===== config.mk =====
export PLATFORM = sky130hd
export DESIGN_NAME = sum_up_delta_multi
export DESIGN_NICKNAME = d
export VERILOG_FILES = /design/src/rtl/sum_up_delta_multi.sv
export SDC_FILE = /design/constraint.sdc
export NUM_CORES = 2
export LEC_CHECK = 0
export BUFFER_PORTS_ARGS = -buffer_cell sky130_fd_sc_hd__buf_4
export CELL_PAD_IN_SITES_DETAIL_PLACEMENT = 1
export CELL_PAD_IN_SITES_GLOBAL_PLACEMENT = 2
export CORE_MARGIN = 2
export CORE_UTILIZATION = 40
export DETAILED_ROUTE_END_ITERATION = 10
export PLACE_DENSITY = 0.81
export SLEW_MARGIN = 20
export SYNTH_ARGS = -nofsm -noshare
export SYNTH_HDL_FRONTEND = slang
export SYNTH_SLANG_ARGS = --single-unit

===== constraint.sdc =====
create_clock -name clk -period 5.2 [get_ports clk]
set_input_delay 0.26 -clock clk [delete_from_list [all_inputs] [get_ports clk]]
set_output_delay 0.26 -clock clk [all_outputs]
set_load 0.05 [all_outputs]

===== src/rtl/sum_up_delta_multi.sv =====
// Multi-channel masked lane summer: registered adder tree plus a frame accumulator.
// Optional SUMUP_SATURATE_EN clamps the accumulation and reports overflow per channel.
module sum_up_delta_multi #(
  parameter int unsigned NCH      = 2,
  parameter int unsigned NLANE    = 16,
  parameter int unsigned INWIDTH  = 13,
  parameter int unsigned OUTWIDTH = 19
) (
  input  logic                        clk,
  input  logic                        rst,
  input  logic                        in_valid_i,
  input  logic                        in_last_i,
  input  logic                        acc_mode_i,
  input  logic [NCH*NLANE*INWIDTH-1:0] data_i,
  input  logic [NLANE-1:0]            lane_en_i,
  output logic [NCH*OUTWIDTH-1:0]     sum_o,
  output logic                        sum_valid_o,
  output logic [NCH-1:0]              ovf_o,
  output logic [15:0]                 beat_cnt_o
);

  localparam int unsigned LOG = $clog2(NLANE);
  localparam int unsigned TW  = INWIDTH + LOG;

  typedef enum logic [0:0] {StIdle, StAcc} state_e;

  // Heap-ordered tree: leaves at NLANE..2*NLANE-1, node n sums nodes 2n and 2n+1, root is 1.
  logic [TW-1:0]       tree_q [NCH][1:2*NLANE-1];
  logic [LOG:0]        vld_q, last_q, mode_q;

  state_e              state_q;
  logic [OUTWIDTH-1:0] acc_q     [NCH];
  logic [NCH-1:0]      acc_ovf_q;
  logic [15:0]         cnt_q;
  logic [OUTWIDTH-1:0] sum_q     [NCH];
  logic                sum_valid_q;
  logic [NCH-1:0]      ovf_q;
  logic [15:0]         beat_cnt_q;

  logic [OUTWIDTH-1:0] beat     [NCH];
  logic [OUTWIDTH-1:0] add_sum  [NCH];
  logic [NCH-1:0]      add_ovf;
  logic [15:0]         cnt_inc;
`ifdef SUMUP_SATURATE_EN
  logic [OUTWIDTH:0]   wide     [NCH];
`endif

  always_ff @(posedge clk) begin
    if (rst) begin
      vld_q  <= '0;
      last_q <= '0;
      mode_q <= '0;
      for (int c = 0; c < NCH; c++) begin
        for (int n = 1; n < 2 * NLANE; n++) begin
          tree_q[c][n] <= '0;
        end
      end
    end else begin
      vld_q  <= {vld_q[LOG-1:0], in_valid_i};
      last_q <= {last_q[LOG-1:0], in_last_i};
      mode_q <= {mode_q[LOG-1:0], acc_mode_i};
      for (int c = 0; c < NCH; c++) begin
        for (int l = 0; l < NLANE; l++) begin
          tree_q[c][NLANE+l] <= lane_en_i[l] ?
                                TW'(data_i[(c*NLANE+l)*INWIDTH +: INWIDTH]) : '0;
        end
        for (int n = 1; n < NLANE; n++) begin
          tree_q[c][n] <= tree_q[c][2*n] + tree_q[c][2*n+1];
        end
      end
    end
  end

  always_comb begin
    cnt_inc = (cnt_q == 16'hFFFF) ? cnt_q : cnt_q + 16'd1;
    add_ovf = '0;
    for (int c = 0; c < NCH; c++) begin
      beat[c] = OUTWIDTH'(tree_q[c][1]);
`ifdef SUMUP_SATURATE_EN
      // Once clamped, all-ones stays all-ones: any further nonzero beat carries out again.
      wide[c]    = {1'b0, acc_q[c]} + {1'b0, beat[c]};
      add_ovf[c] = acc_ovf_q[c] | wide[c][OUTWIDTH];
      add_sum[c] = wide[c][OUTWIDTH] ? '1 : wide[c][OUTWIDTH-1:0];
`else
      add_ovf[c] = acc_ovf_q[c];
      add_sum[c] = acc_q[c] + beat[c];
`endif
    end
  end

  always_ff @(posedge clk) begin
    if (rst) begin
      state_q     <= StIdle;
      acc_q       <= '{default: '0};
      acc_ovf_q   <= '0;
      cnt_q       <= '0;
      sum_q       <= '{default: '0};
      sum_valid_q <= 1'b0;
      ovf_q       <= '0;
      beat_cnt_q  <= '0;
    end else begin
      sum_valid_q <= 1'b0;
      if (vld_q[LOG]) begin
        unique case (state_q)
          StIdle: begin
            if (!mode_q[LOG] || last_q[LOG]) begin
              sum_q       <= beat;
              ovf_q       <= '0;
              beat_cnt_q  <= 16'd1;
              sum_valid_q <= 1'b1;
            end else begin
              acc_q     <= beat;
              acc_ovf_q <= '0;
              cnt_q     <= 16'd1;
              state_q   <= StAcc;
            end
          end
          StAcc: begin
            if (last_q[LOG]) begin
              sum_q       <= add_sum;
              ovf_q       <= add_ovf;
              beat_cnt_q  <= cnt_inc;
              sum_valid_q <= 1'b1;
              state_q     <= StIdle;
            end else begin
              acc_q     <= add_sum;
              acc_ovf_q <= add_ovf;
              cnt_q     <= cnt_inc;
            end
          end
          default: state_q <= StIdle;
        endcase
      end
    end
  end

  always_comb begin
    sum_o = '0;
    for (int c = 0; c < NCH; c++) begin
      sum_o[c*OUTWIDTH +: OUTWIDTH] = sum_q[c];
    end
  end

  assign sum_valid_o = sum_valid_q;
  assign ovf_o       = ovf_q;
  assign beat_cnt_o  = beat_cnt_q;

endmodule


After elaboration in Yosys (flattened, before gate mapping)
Memories as Yosys holds them, arrays and structs flattened.
Cells that the tools add are included.
Widths: inputs -> output; s select.
- bits in registers: 129
- bits in latches: 0
- bits in writable memories: 926
- memory bits (read-only): 0
- input bits: 437
- output and inout port bits: 57
- memories kept: 1
- memories (name ; words ; bits a word ; read ports ; clocked after Yosys merged registers in ; wr ports ; line ; source):
    tree_q ; 2 ; 463 ; 2 ; 0 ; 2 ; 28 ; logic [TW-1:0] tree_q [NCH][1:2*NLANE-1];
- add/subtract/negate cells: 33
- $mul: 0
- divide/modulo/power cells: 0
- order comparisons: 0
- equality and inequality tests: 5
- shift operators: 0
- multiplexer cells: 121
- bitwise logic cells: 64
- reductions and logical operators: 6
- operators by type and width (operator ; number):
    $mux 13 ; 64
    $add 17x17->17 ; 30
    $mux 17 ; 30
    $mux 38 ; 4
    $pmux 38 s2 ; 2
    $mux 16 ; 5
    $pmux 16 s2 ; 2
    $or 1x1->1 ; 62
    $add 19x17->19 ; 2
    $add 16x1->16 const B ; 1
    $eq 16x16->1 const B ; 1
    $reduce_and 3->1 ; 3
    $mux 2 ; 4
    $ne 2x2->1 const B ; 4
    $mux 1 ; 7
    $pmux 1 s2 ; 2
    $pmux 2 s2 ; 1
    $not 1->1 ; 2
    $reduce_or 2->1 ; 1
    $logic_not 1->1 ; 1
    $logic_or 1x1->1 ; 1

Logic depth before layout (Yosys ltp)
- word-level depth: 4
- gate-level depth with buffers: 10
- gate-level depth less buffers: 10

Worst setup path before layout
OpenSTA, ideal clock, no wires.
- kind: flip-flop to flip-flop
- start: memory tree_q[0][52] (netlist bit)
- end: memory tree_q[0][254] (netlist bit)
- arrival time: 2.401 ns
- required time: 5.079 ns
- path slack: 2.678 ns
- cell stages (with the launch flop): 10
- path buffers: 0
- clock period less this slack: 2.522 ns
- cell sequence: dfxtp_1 ha_1 fa_1 a21o_1 a21o_1 a2111oi_2 o31ai_1 a211oi_1 o21bai_1 mux2_2
- RTL lines (element ; line):
    start, declared ; 28

==> summary.md <==
| Metric | Value |
|---|---|
| Main combinational cell family by area after synthesis | `simple AND/OR/NAND/NOR gates` |
| Die H | `~340 um` |
| Prevailing post-synth register cell | `dfxtp_1` |
| DRT iter0 DRCs | `1,333` |
| Netlist cell types | `79` |
| Critical Path Start Type | `flop` |
| # DRC | `0` |
| Seq/Total Area, Yosys | `0.4311` |
| Placer Congestion | `0.8323` |
| Total die area | `116,800 um2` |
| Hold depth | `3` |
| Longest Clk Path Bufs | `3` |
| Worst-skew pair later-pin latency | `700 ps` |
| Worst slew pin tran | `roughly 1100 ps` |
| Synth Instances | `4,699` |
| Root buffer cell | `clkbuf_16` |
| Reg2Reg Capture Point | `tree_q[0][427]` |
| Die X | `341.8 um` |
| Xor-xnor portion of the synthesized cell area | `0.05430` |
| Post-synthesis register bit count | `983` |
| Post-CTS setup buffer count | `0` |
| Final Hold Viols | `0` |
| Tot GR Track Use | `0.2404` |
| Number of flops mapped to enable cells by yosys | `0` |
| Internal Pwr Total | `0.01348 W` |
| Routed wire per std cell | `19.89 um` |
| Final core occ | `0.5205` |
| Clock sink count | `roughly 980` |
| Combinational share of power | `0.121` |
| Endpoints failing setup | `0` |
| CTS Buf Count | `107` |
| Simple-gate area share of the yosys netlist | `0.1746` |
| Maximum vdd drop | `around 240 uV` |
| Critical Path RT | `5690 ps` |
| NetSw | `0.004522 W` |
| Dpl hpwl | `slightly below 100,000 um` |
| Share of cells above drive strength 1 | `0.1428` |
| Highest-delay cell along the critical path | `a2111oi_0` |
| Worst-case reg-to-reg path depth | `8` |
| Initial antenna violation count | `28` |
| Async set-or-reset flop fraction in the synthesized netlist | `0` |
| CP delay by family, top | `compound AO/OA/AOI/OAI gates` |
| Adder-cell area share of the yosys netlist | `0.1366` |
| Compound-Gate Fraction of Synth Area | `0.1682` |
| Shortest period the worst path allows | `just under 3000 ps` |
| Area of the mapped netlist | `between 40,000 and 50,000 um2` |
| CP Capture Type | `flop` |
| Max-Cap Viols | `0` |
| Final Skew | `34.28 ps` |
| Reg2reg start | `tree_q[0][345]` |
| Crit-path max FO | `3` |
| CTS tree | `yes` |
| Ranking of synthesized cells by area | `dfxtp_1 43%, ha_1 12%, and2_1 6.1%` |
| Nets | `between 6,000 and 7,000` |
| First-pass GRT wire length | `~220,000 um` |
| Most frequent cells in the layout | `982 x dfxtp_1, 511 x buf_4, 472 x nor2_1` |
| Final ANT Viol Nets | `0` |
| Initial Util | `0.4047` |
| H-tree depth | `3` |
| Remaining Overflow, GRT | `0` |
| Status | `finished clean` |
| Hold path start | `lane_en_i[8]` |
| Avg Synthesized Cell Area | `9.714 um2` |
| Post-route setup TNS | `0 ps` |
| Top-area cell type share of the netlist area | `0.4311` |
| CP peak stage delay | `840 ps` |
| CP Cell Sequence | `ha_1, a21o_1, a21oi_1, o21ai_0, a211oi_1, o32ai_1, o21ai_0, a2111oi_0` |
| Fillers | `12,390` |
| Cell area power density | `306.7 nW/um2` |
| RSZ-0062 raised after global routing | `no` |
| Leading cell type in the layout, fill and taps excluded | `dfxtp_1` |
| Switching Share | `0.2512` |
| Core area | `112,800 um2` |
| Final Cycle Share | `0.5608` |
| Synth area leader | `dfxtp_1` |
| Most repeated library cell on the critical path | `o21ai_0` |
| Min-Delay Path Class | `input port to flop` |
| Resized cells post-CTS | `0` |
| CP bufs+invs | `0` |
| Slew Limit Fails | `0` |
| Slew HR | `0.2743` |
| Crit path kind | `flop to flop` |
| Leakage | `27.08 nW` |
| Port bufs | `about 490` |
| Clock share of power | `0.430` |
| Row Count | `123` |
| Ports | `494` |
| Pin count of the biggest net entering global routing | `69` |
| Vias | `36,510` |
| Fmax | `342.9 MHz` |
| Final wirelength | `about 140,000 um` |
| Drt first pass iters | `5` |
| Area grow syn2layout | `28.63%` |
| Crit path DAT | `3410 ps` |
| Mux cell area share after synthesis | `0.01705` |
| Seq pwr share | `0.448` |
| Hold Path End | `tree_q[1][95]` |
| DR vias/cell | `5.078` |
| R2r setup slk | `2280 ps` |
| Vias in the first global route | `39,010` |
| Clock slew seen by the registers of the worst setup and hold paths | `approximately 70 ps` |
| Yosys warning total | `0` |
per-layer routing:
metal	part of all wire	vias to the layer above	GRT usage	wire [um]
li1	-	18200	-	-
met1	0.45	17410	0.3073	65000
met2	0.48	643	0.4122	68380
met3	0.035	239	0.03417	5042
met4	0.031	16	0.08517	4459
met5	0.00072	-	0	103
state kept, by name, summed over array words and instances (netlist names):
signal / cells
beat_cnt_o: 16
sum_valid_o: 1
vld_q: 5
cnt_q: 16
sum_o: 38
tree_q: 858
state_q: 1
mode_q: 5
acc_q: 38
last_q: 5
cells by family (layout without fill, tap and decap cells):
family,after synthesis,count (layout)
AOI/OAI and AO/OA,1105,1105
buffers and inverters,214,1185
DFF,983,983
and+or+nand+nor,1563,1563
other,1,21
adders and majority gates,479,479
xor gates and xnor gates,283,283
muxes,71,71
synthesized netlist by cell type, types with 61 or more instances:
library cell  count
ha_1            447
nor2b_1         151
nor2_1          474
dfxtp_1         983
xnor2_1         147
o21bai_1         61
xor2_1          136
a21o_1          196
a21oi_1         285
nand2_1         211
o21ai_0         200
and2_1          443
nor3_1           87
clkbuf_1        127
tightest hold or removal path: stages:
cell and delay, ps:
buf_4 110, nor2b_4 210, and2_1 190
through the flow:
stage / total power (W) / worst slack, ps / hold WS, ps / instance area [um2] / std cells
after floorplan: 0.009338 / 2678 / 381.7 / 45650 / 4700
after global placement: 0.01007 / 2454 / 420.9 / 50840 / 6560
after CTS: 0.01811 / 2329 / 90.64 / 58630 / 7171
after detailed placement: 0.01010 / 2376 / 426.3 / 50850 / 6560
final: 0.01801 / 2284 / 107.6 / 58720 / 7190
after global routing: 0.01877 / 1981 / 102.4 / 58710 / 7186
what timing repair did:
item                                    CTS  global route
endpoints found under the setup margin    0             0
hold buffers                            420             0
hold endpoints to repair                429             0
worst max-delay path by stage:
| stage | to | cells past startpoint | from |
|---|---|---|---|
| 4_1_cts | tree_q[0][427] | 8 | tree_q[0][345] |
| 6_report | tree_q[0][427] | 8 | tree_q[0][345] |
| 5_1_grt | tree_q[0][427] | 8 | tree_q[0][345] |
| 3_5_place_dp | tree_q[0][427] | 8 | tree_q[0][345] |
| 2_1_floorplan | tree_q[0][254] | 9 | tree_q[0][52] |
| 3_3_place_gp | beat_cnt_o[13] | 6 | state_q |
final cells by class:
cell class	count	area [um2]	area share
diodes	19	47.55	0.0008098
clock buffers	145	3034	0.05167
clock inverters	46	534.3	0.009099
inverters	62	235.2	0.004006
multi-input cells	3503	25250	0.4301
flip-flops and latches	983	19680	0.3352
well taps	1500	1877	0.03196
repair buffers	932	8055	0.1372
power groups by stage:
stage | logic [W] | registers (W) | clock network [W]
final | 0.00218 | 0.00807 | 0.00775
after global routing | 0.00241 | 0.00810 | 0.00826
after CTS | 0.00215 | 0.00807 | 0.00789
after detailed placement | 0.00186 | 0.00824 | 0
after global placement | 0.00184 | 0.00823 | 0
after floorplan | 0.00118 | 0.00816 | 0
(Power assumes the default switching activity.)
